File: src/rtl/ctl_link_rx.sv
`default_nettype none
// ============================================================================
// Module   : ctl_link_rx
// Purpose  : Receiving end of the inter-board player link. Synchronises and
//            deserialises a UART-style frame (start, 8 data LSB first, even
//            parity, stop), holds the last good pause/score fields and
//            reports link health through a frame timeout.
// Revision : 1.0 - initial release
// ============================================================================
module ctl_link_rx #(
    parameter int CLKS_PER_BIT   = 650,
    parameter int TIMEOUT_CYCLES = 6_500_000,
    parameter int PAUSE_ON_LOSS  = 0
) (
    input  logic       clk,
    input  logic       rst,
    input  logic       rx_raw,
    output logic       player2_pause,
    output logic [6:0] player2_score,
    output logic       frame_valid,
    output logic       frame_err,
    output logic       link_up
);

    localparam int                 c_CNT_W   = $clog2(CLKS_PER_BIT);
    localparam logic [c_CNT_W-1:0] c_HALF    = c_CNT_W'(CLKS_PER_BIT / 2 - 1);
    localparam logic [c_CNT_W-1:0] c_FULL    = c_CNT_W'(CLKS_PER_BIT - 1);
    localparam logic [c_CNT_W-1:0] c_CNT_ONE = c_CNT_W'(1);
    localparam int                 c_TO_W    = $clog2(TIMEOUT_CYCLES + 1);
    localparam logic [c_TO_W-1:0]  c_TO_MAX  = c_TO_W'(TIMEOUT_CYCLES);
    localparam logic [c_TO_W-1:0]  c_TO_ONE  = c_TO_W'(1);

    typedef enum logic [2:0] {
        S_IDLE   = 3'd0,
        S_START  = 3'd1,
        S_DATA   = 3'd2,
        S_PARITY = 3'd3,
        S_STOP   = 3'd4,
        S_BREAK  = 3'd5
    } state_t;

    // Synchroniser and edge-detect history; all idle at line-high level
    logic r_rx_m;
    logic r_rx_s;
    logic r_rx_prev;

    state_t             r_state,  w_state_nx;
    logic [c_CNT_W-1:0] r_cnt,    w_cnt_nx;
    logic [2:0]         r_idx,    w_idx_nx;
    logic [7:0]         r_shift,  w_shift_nx;
    logic               r_par,    w_par_nx;
    logic               w_good;
    logic               w_bad;
    logic               w_expire;

    logic               r_pause;
    logic [6:0]         r_score;
    logic               r_frame_valid;
    logic               r_frame_err;
    logic [c_TO_W-1:0]  r_to_cnt;
    logic               r_link_up;

    // Two-flop synchroniser plus previous sample for falling-edge detection
    always_ff @(posedge clk or posedge rst) begin
        if (rst) begin
            r_rx_m    <= 1'b1;
            r_rx_s    <= 1'b1;
            r_rx_prev <= 1'b1;
        end else begin
            r_rx_m    <= rx_raw;
            r_rx_s    <= r_rx_m;
            r_rx_prev <= r_rx_s;
        end
    end

    // Receiver state register and bit-timing datapath
    always_ff @(posedge clk or posedge rst) begin
        if (rst) begin
            r_state <= S_IDLE;
            r_cnt   <= '0;
            r_idx   <= '0;
            r_shift <= '0;
            r_par   <= 1'b0;
        end else begin
            r_state <= w_state_nx;
            r_cnt   <= w_cnt_nx;
            r_idx   <= w_idx_nx;
            r_shift <= w_shift_nx;
            r_par   <= w_par_nx;
        end
    end

    assign w_expire = (r_cnt == '0);

    // Next-state logic: count down to each mid-bit sample point, then act
    always_comb begin
        w_state_nx = r_state;
        w_cnt_nx   = r_cnt;
        w_idx_nx   = r_idx;
        w_shift_nx = r_shift;
        w_par_nx   = r_par;
        w_good     = 1'b0;
        w_bad      = 1'b0;

        case (r_state)
            S_IDLE: begin
                if (r_rx_prev && !r_rx_s) begin
                    w_cnt_nx   = c_HALF;
                    w_state_nx = S_START;
                end
            end

            S_START: begin
                if (w_expire) begin
                    if (r_rx_s) begin
                        // Line went back high before mid-start: a glitch
                        w_state_nx = S_IDLE;
                    end else begin
                        w_cnt_nx   = c_FULL;
                        w_idx_nx   = 3'd0;
                        w_state_nx = S_DATA;
                    end
                end else begin
                    w_cnt_nx = r_cnt - c_CNT_ONE;
                end
            end

            S_DATA: begin
                if (w_expire) begin
                    w_shift_nx = {r_rx_s, r_shift[7:1]};
                    w_cnt_nx   = c_FULL;
                    if (r_idx == 3'd7) begin
                        w_state_nx = S_PARITY;
                    end else begin
                        w_idx_nx = r_idx + 3'd1;
                    end
                end else begin
                    w_cnt_nx = r_cnt - c_CNT_ONE;
                end
            end

            S_PARITY: begin
                if (w_expire) begin
                    w_par_nx   = r_rx_s;
                    w_cnt_nx   = c_FULL;
                    w_state_nx = S_STOP;
                end else begin
                    w_cnt_nx = r_cnt - c_CNT_ONE;
                end
            end

            S_STOP: begin
                if (w_expire) begin
                    if (!r_rx_s) begin
                        // Framing error; line may be held low, so wait it out
                        w_bad      = 1'b1;
                        w_state_nx = S_BREAK;
                    end else if (r_par != (^r_shift)) begin
                        w_bad      = 1'b1;
                        w_state_nx = S_IDLE;
                    end else begin
                        w_good     = 1'b1;
                        w_state_nx = S_IDLE;
                    end
                end else begin
                    w_cnt_nx = r_cnt - c_CNT_ONE;
                end
            end

            S_BREAK: begin
                if (r_rx_s) begin
                    w_state_nx = S_IDLE;
                end
            end

            default: begin
                w_state_nx = S_IDLE;
            end
        endcase
    end

    // Capture decoded fields and issue the result pulses
    always_ff @(posedge clk or posedge rst) begin
        if (rst) begin
            r_pause       <= 1'b0;
            r_score       <= '0;
            r_frame_valid <= 1'b0;
            r_frame_err   <= 1'b0;
        end else begin
            r_frame_valid <= w_good;
            r_frame_err   <= w_bad;
            if (w_good) begin
                r_pause <= r_shift[0];
                r_score <= r_shift[7:1];
            end
        end
    end

    // Link watchdog: a good frame restarts it and takes priority over expiry
    always_ff @(posedge clk or posedge rst) begin
        if (rst) begin
            r_to_cnt  <= '0;
            r_link_up <= 1'b0;
        end else if (r_frame_valid) begin
            r_to_cnt  <= '0;
            r_link_up <= 1'b1;
        end else if (r_to_cnt == c_TO_MAX) begin
            r_link_up <= 1'b0;
        end else begin
            r_to_cnt <= r_to_cnt + c_TO_ONE;
        end
    end

    generate
        if (PAUSE_ON_LOSS != 0) begin : g_pause_on_loss
            assign player2_pause = r_pause | ~r_link_up;
        end else begin : g_pause_hold
            assign player2_pause = r_pause;
        end
    endgenerate

    assign player2_score = r_score;
    assign frame_valid   = r_frame_valid;
    assign frame_err     = r_frame_err;
    assign link_up       = r_link_up;

endmodule
`default_nettype wire

File: config.mk
export PLATFORM = sky130hd
export DESIGN_NAME = ctl_link_rx
export DESIGN_NICKNAME = d
export VERILOG_FILES = /design/src/rtl/ctl_link_rx.sv
export SDC_FILE = /design/constraint.sdc
export NUM_CORES = 1
export LEC_CHECK = 0
export BUFFER_PORTS_ARGS = -buffer_cell sky130_fd_sc_hd__buf_2
export CORE_AREA = 2 2 77 86
export DETAILED_ROUTE_END_ITERATION = 8
export DIE_AREA = 0 0 79 88
export HOLD_SLACK_MARGIN = 0.05
export PLACE_DENSITY = 0.74
export SLEW_MARGIN = 30
export SYNTH_ARGS = -nofsm -noshare
export SYNTH_HDL_FRONTEND = slang
export SYNTH_SLANG_ARGS = --single-unit
File: constraint.sdc
create_clock -name clk -period 1.7 [get_ports clk]
set_input_delay 0.085 -clock clk [delete_from_list [all_inputs] [get_ports clk]]
set_output_delay 0.085 -clock clk [all_outputs]
set_load 0.05 [all_outputs]
==> results of run 1 <==
## layout make-up
class | count | area [um2] | area share
clock buffers | 9 | 124 | 0.0273
well taps | 80 | 100 | 0.0221
flip-flops and latches | 62 | 1560 | 0.343
inverters | 11 | 41.3 | 0.00910
clock inverters | 7 | 73.8 | 0.0163
multi-input cells | 223 | 1830 | 0.404
repair buffers | 99 | 807 | 0.178
## through the flow
stage / utilization / power (mW)
floorplan: - / 2.58
global placement: 0.623 / 3.20
detailed placement: 0.623 / 3.25
CTS: 0.702 / 4.85
global route: 0.746 / 5.48
finish: 0.746 / 5.25
## worst min path at each step
| stage | start | endpoint | slack (ns) | cells past startpoint |
|---|---|---|---|---|
| 5_1_grt | rst | r_to_cnt[11] | 0.29 | 3 |
| 4_1_cts | rst | link_up | 0.27 | 3 |
| 3_3_place_gp | rst | r_to_cnt[10] | 0.09 | 2 |
| 2_1_floorplan | rx_raw | r_rx_m | 0.09 | 0 |
| 3_5_place_dp | rst | r_to_cnt[10] | 0.09 | 2 |
| 6_report | rst | r_to_cnt[10] | 0.27 | 3 |
## power breakdown
group	internal, mW	switching (mW)	total, mW	leakage (nW)
sequential	1.62	0.152	1.77	0.816
combinational	1.13	1.03	2.16	1.15
clock	0.681	0.631	1.31	0.0996
total	3.44	1.81	5.25	2.06
## worst min-delay path: stages
cell and delay [ns]:
sky130_fd_sc_hd__dlygate4sd3_1 0.54, sky130_fd_sc_hd__buf_2 0.12, sky130_fd_sc_hd__inv_2 0.29
## per-layer routing
| layer | global-route usage | share of wire |
|---|---|---|
| met1 | 0.285 | 0.40 |
| met2 | 0.409 | 0.51 |
| met3 | 0.0588 | 0.044 |
| met4 | 0.111 | 0.049 |
| met5 | 0 | 0 |
## cells in the final DEF, fill, tap and decap left out, types with 9 or more instances in the layout
cell type / count
sky130_fd_sc_hd__buf_4: 61
sky130_fd_sc_hd__dfrtp_1: 57
sky130_fd_sc_hd__nor2_1: 20
sky130_fd_sc_hd__nand2_1: 19
sky130_fd_sc_hd__buf_6: 19
sky130_fd_sc_hd__a21oi_1: 15
sky130_fd_sc_hd__o21ai_0: 14
sky130_fd_sc_hd__buf_2: 14
sky130_fd_sc_hd__xnor2_1: 11
sky130_fd_sc_hd__nand3_1: 9
sky130_fd_sc_hd__mux2_4: 9
sky130_fd_sc_hd__clkbuf_8: 9
## kinds of logic (layout without fill, tap and decap cells)
logic type / Yosys count / after routing / synth area share
AO/OA/AOI/OAI: 66 / 66 / 0.140
buffers and inverters: 22 / 126 / 0.0373
flip-flops: 62 / 62 / 0.478
XOR/XNOR: 21 / 21 / 0.0608
AND/OR/NAND/NOR: 111 / 111 / 0.195
adder cells (fa/ha/maj): 6 / 6 / 0.0231
multiplexers: 19 / 19 / 0.0650
## sequential cells by signal (all words and copies together) (netlist names), 3 cells and up
name / count
r_to_cnt: 23
r_shift: 8
r_idx: 3
r_state: 3
player2_score: 7
r_cnt: 10
## repair_timing
item                       CTS  global route
resized for setup           41            39
setup endpoints to repair   32            40
cloned                       0             1
hold endpoints to repair    17             0
setup buffers               13            15
hold buffers                 2             0
pin swaps                   23            21
==> flow_summary_export.csv, run 1 <==
group,metric,value,unit
clocking,clk_buf_depth,2,
timing,setup-tns-final,-5.03,ns
setup_path,critical_path_depth,6,
clocking,tritoncts_clock_tree,"yes",
synth,total_of_warnings_raised_by_yosys,0,
floorplanning,die_area,6950,um2
clocking,cts.sink_count,62,
grt,global_route.overflow_total,0,
route,drt_first_pass_iters,5,
clocking,insertion_delay,0.34,ns
placed_design,post-place-cells,447,
synth,netlist.top_cell.by_area,"sky130_fd_sc_hd__dfrtp_1",
synth,post_synth_num_cell_types,52,
setup_path,cp_num_buf_inv,1,
setup_path,cp_slowest_cell,"sky130_fd_sc_hd__or4_4",
floorplanning,initial_core_util,0.535,
synth,average_cell_area_after_synthesis,10.6,um2
setup_path,critical_path_required,1.93,ns
power_and_ir_drop,power.ir.vdd_worst,846,uV
synth,synthesis.area,3250,um2
outcome,violations,"setup timing",
synth,netlist.area_leader.share,0.454,
route,post-route-drc-count,0,
setup_path,path_cells,"buf_6, or4_4, nor2_4, a21oi_2, or3_4, a31oi_1",
setup_path,r2r_cells,6,
grt,first_global_vias,2718,
timing,worst_clock_skew,0.0110,ns
setup_path,setup.reg_to_reg.worst_slack,-0.39,ns
setup_path,critPathMaxFanout,5,
route,num_vias,2867,
placed_design,place_hpwl,4.83,mm
grt,antenna_found_initial,0,
grt,first_pass_grt_wire_length,12.7,mm
timing,f_max,478,MHz
timing,fin_crit,2.09,ns
clocking,clock_buffer_count_from_cts,9,
route,drt_wl_total,8.85,mm
cells_and_area,n_fill_cell,379,
synth,synth_flop_cell,"sky130_fd_sc_hd__dfrtp_1",
setup_path,timing.setup.critical_path_class,"register to register",
min_path,hold_path_class,"primary input to asynchronous set/reset pin",
route,post_drt_via_cell_ratio,5.84,
timing,setup_viol_count_final,30,
timing,worst_pin_slew,0.423,ns
setup_path,critical_path.reg2reg.endpoint,"r_cnt[5]",
setup_path,timing.critical_path.from_type,"register",
setup_path,cp_top_family,"simple AND/OR/NAND/NOR gates",
timing,rsz0062_at_grt,"true",
outcome,outcome,"finished with violations",
setup_path,cp-startpoint,"r_cnt[0]",
timing,timing.final.crit_share,1.23,
setup_path,crit_path_end_kind,"register",
clocking,clkSlewWorstSetupHoldPaths,0.08,ns
timing,final-max-slew-violation-count,0,
clocking,cts_root_buf,"sky130_fd_sc_hd__clkbuf_8",
setup_path,crit_arrival,2.32,ns
clocking,ctsHtreeMaxLevel,3,
floorplanning,io_pins,14,
timing,finalHoldViolations,0,
setup_path,cp_capture_point,"r_cnt[5]",
timing,fin_worst_hold_slack,0.272,ns
floorplanning,fp.coreArea,6080,um2
synth,synth.ff_latch_count,62,
cells_and_area,drive_gt1_frac,0.457,
cells_and_area,layout-area-overhead-vs-synth,39.6,%
synth,synthesis.nets,316,
route,routedWlPerCell,18.0,um
synth,synth_area_leaders,"sky130_fd_sc_hd__dfrtp_1 (45%), sky130_fd_sc_hd__mux2_2 (5.9%), sky130_fd_sc_hd__xnor2_1 (3.5%), sky130_fd_sc_hd__a21oi_1 (3.4%), sky130_fd_sc_hd__nor2_1 (2.5%)",
placed_design,placement.io_buffers,13,
cells_and_area,final_cells,491,
power_and_ir_drop,leakage,2.06,nW
floorplanning,die_width,79,um
grt,grt_start_max_net_pins,47,
setup_path,crit_path_max_incr_delay,0.58,ns
cells_and_area,antenna_cells,0,
route,detail-route-antenna-nets,0,
placed_design,dpl_cell_area,3790,um2
floorplanning,placement_rows,30,
flow_run,drv_cap,0,
floorplanning,die_height,88,um
synth,synthArstFlopShare,1.00,
route,initialDrtViolationCount,321,
setup_path,r2r_start,"r_cnt[0]",
synth,synth-edff-count,0,
timing,timing.max_slew.rel_slack,0.718,
cells_and_area,finish.instance_area,4540,um2
power_and_ir_drop,powerDensity,1160,nW/um2
synth,synthesis.instances,307,
synth,yosys.cell_count.top_type,"sky130_fd_sc_hd__dfrtp_1",
timing,worst_slack,-0.391,ns
cells_and_area,nNetsFinal,415,
synth,ys_seq_area_frac,0.478,
synth,synth_top_cells_by_count,"sky130_fd_sc_hd__dfrtp_1 (59), sky130_fd_sc_hd__a21oi_1 (22), sky130_fd_sc_hd__nor2_1 (22)",
placed_design,gp_congestion,0.913,
placed_design,pre_cts_ws,-0.268,ns
grt,gr-usage-all-layers,0.239,
Note: power is estimated with default switching activity, not from simulation.
==> run 2: changes to the inputs <==
- CELL_PAD_IN_SITES_DETAIL_PLACEMENT: not set -> 0
- CELL_PAD_IN_SITES_GLOBAL_PLACEMENT: not set -> 1
- CORE_AREA: 2 2 77 86 -> 2 2 85 96
- DIE_AREA: 0 0 79 88 -> 0 0 87 98
- PLACE_DENSITY: 0.74 -> not set
- PLACE_DENSITY_LB_ADDON: not set -> 0.1
- REMOVE_ABC_BUFFERS: not set -> 1
==> flow_summary_export.csv, run 2 (same netlist as run 1, synthesis figures left out) <==
group,metric,value,unit
cells_and_area,drive_gt1_frac,0.425,
min_path,hold_path_class,"primary input to asynchronous set/reset pin",
timing,worst_pin_slew,0.392,ns
route,post-route-drc-count,0,
setup_path,critical_path_required,1.93,ns
setup_path,crit_path_max_incr_delay,0.43,ns
cells_and_area,largest_register_ffs,23,
cells_and_area,nNetsFinal,406,
cells_and_area,layout.cells.most_common_list,"sky130_fd_sc_hd__buf_4 (62), sky130_fd_sc_hd__dfrtp_1 (58), sky130_fd_sc_hd__nor2_1 (20)",
grt,gr-usage-all-layers,0.187,
outcome,outcome,"finished with violations",
route,post_drt_via_cell_ratio,5.44,
power_and_ir_drop,design_power_total,4.92,mW
cells_and_area,layout-area-overhead-vs-synth,35.1,%
clocking,clkSlewWorstSetupHoldPaths,0.07,ns
setup_path,path_cells,"nor4_4, and4_1, nand3b_1, o21ai_4, buf_12, mux2_4",
floorplanning,io_pins,14,
floorplanning,placement_rows,34,
placed_design,gp_congestion,0.777,
timing,fin_crit,1.88,ns
grt,first_pass_grt_wire_length,12.4,mm
floorplanning,die_height,98,um
cells_and_area,max_flop_register,"r_to_cnt",
clocking,cts_root_buf,"sky130_fd_sc_hd__clkbuf_8",
floorplanning,fp.coreArea,7610,um2
route,detail-route-antenna-nets,0,
floorplanning,die_area,8530,um2
route,num_vias,2675,
clocking,clk_buf_depth,2,
power_and_ir_drop,leakage,2.00,nW
timing,timing.max_slew.rel_slack,0.739,
clocking,ctsHtreeMaxLevel,3,
clocking,cts.sink_count,62,
timing,setup_viol_count_final,25,
setup_path,critPathMaxFanout,8,
grt,global_route.overflow_total,0,
cells_and_area,n_fill_cell,689,
grt,first_global_vias,2584,
clocking,clock_buffer_count_from_cts,9,
clocking,tritoncts_clock_tree,"yes",
grt,antenna_found_initial,0,
power_and_ir_drop,power.ir.vdd_worst,761,uV
floorplanning,initial_core_util,0.427,
route,initialDrtViolationCount,83,
setup_path,cp_top_family,"simple AND/OR/NAND/NOR gates",
route,drt_wl_total,7.63,mm
cells_and_area,top_regs,"r_to_cnt: 23 flops, r_cnt: 10 flops, r_shift: 8 flops",
placed_design,placement.io_buffers,13,
timing,timing.final.crit_share,1.10,
floorplanning,die_width,87,um
setup_path,timing.setup.critical_path_class,"register to register",
route,routedWlPerCell,15.5,um
setup_path,crit_arrival,2.11,ns
placed_design,pre_cts_ws,-0.226,ns
timing,rsz0062_at_grt,"true",
setup_path,crit_path_end_kind,"register",
power_and_ir_drop,powerDensity,1120,nW/um2
outcome,violations,"setup timing",
timing,final-max-slew-violation-count,0,
timing,f_max,533,MHz
route,drt_first_pass_iters,4,
timing,fin_worst_hold_slack,0.342,ns
clocking,insertion_delay,0.35,ns
grt,grt_start_max_net_pins,63,
flow_run,drv_cap,0,
cells_and_area,layout_commonest_cell,"sky130_fd_sc_hd__buf_4",
timing,worst_clock_skew,0.00754,ns
cells_and_area,antenna_cells,0,
setup_path,setup.reg_to_reg.worst_slack,-0.18,ns
timing,finalHoldViolations,0,
setup_path,timing.critical_path.from_type,"register",
setup_path,cp_slowest_cell,"sky130_fd_sc_hd__dfrtp_1",
setup_path,cp_num_buf_inv,1,
placed_design,place_hpwl,5.14,mm
timing,worst_slack,-0.176,ns
## run 2: cell count changes in the layout (fill, tap and decap cells not counted), moves of 2 or more
| cell | delta |
|---|---|
| sky130_fd_sc_hd__or3_4 | -2 |
| sky130_fd_sc_hd__clkinv_4 | -2 |
| sky130_fd_sc_hd__or3_1 | +2 |
| sky130_fd_sc_hd__a31oi_1 | +2 |
| sky130_fd_sc_hd__buf_6 | -8 |
| sky130_fd_sc_hd__ha_1 | +2 |
## run 2: final cells by class
class,instances,area [um2],share of cell area
clock inverter,6,61.3,0.0140
tap,90,113,0.0256
clock buffer,10,128,0.0291
timing repair buffer,90,714,0.163
multi-input combinational,223,1780,0.405
sequential,62,1560,0.354
inverter,11,41.3,0.00940
## run 2: worst min-delay path, cell delays in order
cell and delay [ns]:
sky130_fd_sc_hd__dlygate4sd3_1 0.53, sky130_fd_sc_hd__buf_2 0.12, sky130_fd_sc_hd__inv_2 0.06, sky130_fd_sc_hd__buf_12 0.29
## run 2: worst paths after layout
check / startpoint / endpoint / depth (start not counted)
min: rst / r_to_cnt[0] / 4
min reg2reg: r_rx_m / r_rx_s / 0
max: r_cnt[8] / player2_score[5] / 6
max in group asynchronous: rst / r_rx_prev / 4
min in group clk: r_rx_m / r_rx_s / 0
max reg2reg: r_cnt[8] / player2_score[5] / 6
## run 2: timing repair
item                                   CTS  global route
hold buffers                             2             0
pin swaps                               15            29
cloned                                   0             0
setup endpoints to repair               31            41
endpoints found under the hold margin   60             0
gates resized for setup                 25            39
setup buffers                            6             6
## run 2: where the power goes
part	leakage, nW	internal (mW)	switching, mW	total (mW)
clock network	0.0964	0.674	0.602	1.28
logic	1.09	1.00	0.870	1.87
registers	0.816	1.62	0.154	1.77
total	2.00	3.30	1.63	4.92
## run 2: layer usage
metal  vias up  routed length, um  track usage
li1       1297                  -            -
met1      1327               3340        0.237
met2        33               3900        0.301
met3        18                176       0.0338
met4         0                216       0.0974
met5         -                  0            0
## run 2: through the flow
| step | instances | utilization | cell area (um2) | setup TNS [ns] |
|---|---|---|---|---|
| detailed placement | 464 | 0.506 | 3850 | -3.29 |
| floorplan | 296 | - | 3170 | -3.50 |
| global placement | 464 | 0.506 | 3850 | -2.84 |
| finish | 492 | 0.577 | 4390 | -2.67 |
| CTS | 487 | 0.553 | 4210 | -2.55 |
| global route | 492 | 0.577 | 4390 | -6.18 |
==> run 3: changes to the inputs <==
--- a/config.mk
+++ b/config.mk
@@ -11,2 +11,3 @@
 export CORE_AREA = 2 2 85 96
+export CTS_CLUSTER_DIAMETER = 80
 export DETAILED_ROUTE_END_ITERATION = 8
==> constraint.sdc (replaced) <==
create_clock -name clk -period 1.7 [get_ports clk]
set_input_delay 0.51 -clock clk [delete_from_list [all_inputs] [get_ports clk]]
set_output_delay 0.51 -clock clk [all_outputs]
set_load 0.05 [all_outputs]
==> flow_summary_export.csv, run 3 (same netlist as run 1, synthesis figures left out) <==
group,metric,value,unit
outcome,outcome,"finished with violations",
outcome,violations,"setup timing",
timing,worst_slack,-0.213,ns
route,post_drt_via_cell_ratio,5.32,
floorplanning,io_pins,14,
timing,timing.final.crit_share,1.13,
cells_and_area,layout_commonest_cell,"sky130_fd_sc_hd__dfrtp_1",
power_and_ir_drop,design_power_total,4.84,mW
setup_path,r2r_cells,6,
timing,timing.max_slew.rel_slack,0.765,
timing,worst_clock_skew,0.00869,ns
setup_path,crit_path_end_kind,"register",
route,routedWlPerCell,15.8,um
grt,first_global_vias,2702,
timing,fin_crit,1.91,ns
setup_path,critPathMaxFanout,8,
clocking,clock_buffer_count_from_cts,9,
cells_and_area,largest_register_ffs,23,
route,detail-route-antenna-nets,0,
grt,gr-usage-all-layers,0.195,
cells_and_area,nNetsFinal,408,
timing,worst_pin_slew,0.349,ns
timing,rsz0062_at_grt,"true",
clocking,insertion_delay,0.34,ns
cells_and_area,max_flop_register,"r_to_cnt",
clocking,clkSlewWorstSetupHoldPaths,0.07,ns
floorplanning,die_width,87,um
grt,antenna_found_initial,0,
setup_path,cp_capture_point,"player2_score[6]",
min_path,hold_path_class,"primary input to asynchronous set/reset pin",
floorplanning,initial_core_util,0.427,
cells_and_area,layout.cells.most_common_list,"sky130_fd_sc_hd__dfrtp_1 (58), sky130_fd_sc_hd__buf_4 (57), sky130_fd_sc_hd__nor2_1 (20)",
flow_run,drv_cap,0,
floorplanning,placement_rows,34,
setup_path,cp-startpoint,"r_cnt[8]",
setup_path,timing.critical_path.from_type,"register",
route,drt_wl_total,7.81,mm
timing,final-max-slew-violation-count,0,
clocking,tritoncts_clock_tree,"yes",
route,num_vias,2630,
cells_and_area,drive_gt1_frac,0.441,
timing,f_max,523,MHz
cells_and_area,antenna_cells,0,
cells_and_area,final_cells,494,
timing,finalHoldViolations,0,
floorplanning,fp.coreArea,7610,um2
cells_and_area,multiInputGateArea,1820,um2
grt,grt_start_max_net_pins,63,
grt,global_route.overflow_total,0,
grt,first_pass_grt_wire_length,13.0,mm
clocking,clk_buf_depth,2,
placed_design,gp_congestion,0.795,
clocking,post_cts_hold_buffer_count,0,
placed_design,place_hpwl,5.12,mm
clocking,ctsHtreeMaxLevel,3,
setup_path,timing.setup.critical_path_class,"register to register",
route,post-route-drc-count,0,
cells_and_area,seq_area,1560,um2
cells_and_area,top_regs,"r_to_cnt: 23 flops, r_cnt: 10 flops, r_shift: 8 flops",
route,drt_first_pass_iters,4,
clocking,cts.sink_count,62,
timing,setup_viol_count_final,28,
floorplanning,die_area,8530,um2
route,initialDrtViolationCount,60,
placed_design,post-place-cells,459,
power_and_ir_drop,leakage,2.06,nW
power_and_ir_drop,power.ir.vdd_worst,762,uV
setup_path,critical_path.reg2reg.endpoint,"player2_score[6]",
setup_path,critical_path_required,1.93,ns
setup_path,r2r_start,"r_cnt[8]",
setup_path,setup.reg_to_reg.worst_slack,-0.21,ns
clocking,cts_root_buf,"sky130_fd_sc_hd__clkbuf_8",
placed_design,placement.io_buffers,13,
floorplanning,die_height,98,um
power_and_ir_drop,powerDensity,1080,nW/um2
cells_and_area,layout-area-overhead-vs-synth,37.6,%
cells_and_area,n_fill_cell,651,
setup_path,crit_arrival,2.14,ns
==> run 3: how the worst min path moves through the flow <==
stage                  endpoint  slack, ns  cells past startpoint
floorplan                r_rx_s       0.35                      0
global placement         r_rx_s       0.35                      0
detailed placement       r_rx_s       0.35                      0
CTS                 r_to_cnt[8]       0.24                      3
global route             r_rx_m       0.24                      1
finish              r_to_cnt[0]       0.22                      3
==> run 3: final cells by class <==
cell class,instances,area share
clock buffer,11,0.0294
tap,90,0.0252
timing repair buffer,92,0.175
multi-input combinational,223,0.406
inverter,11,0.00923
sequential,62,0.348
clock inverter,5,0.00811
==> run 3: report_power, final <==
group          internal, mW  total [mW]  leakage (nW)  switching, mW
sequential             1.62        1.76         0.816          0.141
combinational          1.03        1.94          1.15          0.910
clock                 0.532        1.14        0.0872          0.608
==> run 3: routing by layer <==
metal	vias to the layer above	GRT usage	part of all wire
li1	1303	-	-
met1	1279	0.249	0.44
met2	35	0.314	0.51
met3	13	0.0465	0.025
met4	0	0.0805	0.021
met5	-	0	0
==> run 3: timing repair <==
| item | in CTS | in global routing |
|---|---|---|
| endpoints found under the setup margin | 30 | 45 |
| gates resized for setup | 33 | 49 |
| setup buffers | 8 | 10 |
| cloned | 0 | 3 |
| pin swaps | 21 | 20 |
==> run 3: stage by stage <==
step	hold slack [ns]	setup TNS, ns	worst slack (ns)	cell area [um2]	util
3_3_place_gp	0.346	-2.46	-0.175	3810	0.501
5_1_grt	0.241	-6.47	-0.298	4480	0.588
4_1_cts	0.235	-2.92	-0.213	4200	0.552
3_5_place_dp	0.347	-3.20	-0.218	3810	0.501
2_1_floorplan	0.345	-23.94	-0.346	3170	-
6_report	0.220	-3.52	-0.213	4480	0.588
==> run 3: worst max-delay path: stages, from the launching register on <==
cell	delay, ns
sky130_fd_sc_hd__dfrtp_1	0.43
sky130_fd_sc_hd__nor4_4	0.34
sky130_fd_sc_hd__and4_1	0.27
sky130_fd_sc_hd__nand3b_1	0.13
sky130_fd_sc_hd__o21ai_4	0.19
sky130_fd_sc_hd__buf_12	0.15
sky130_fd_sc_hd__mux2_4	0.30
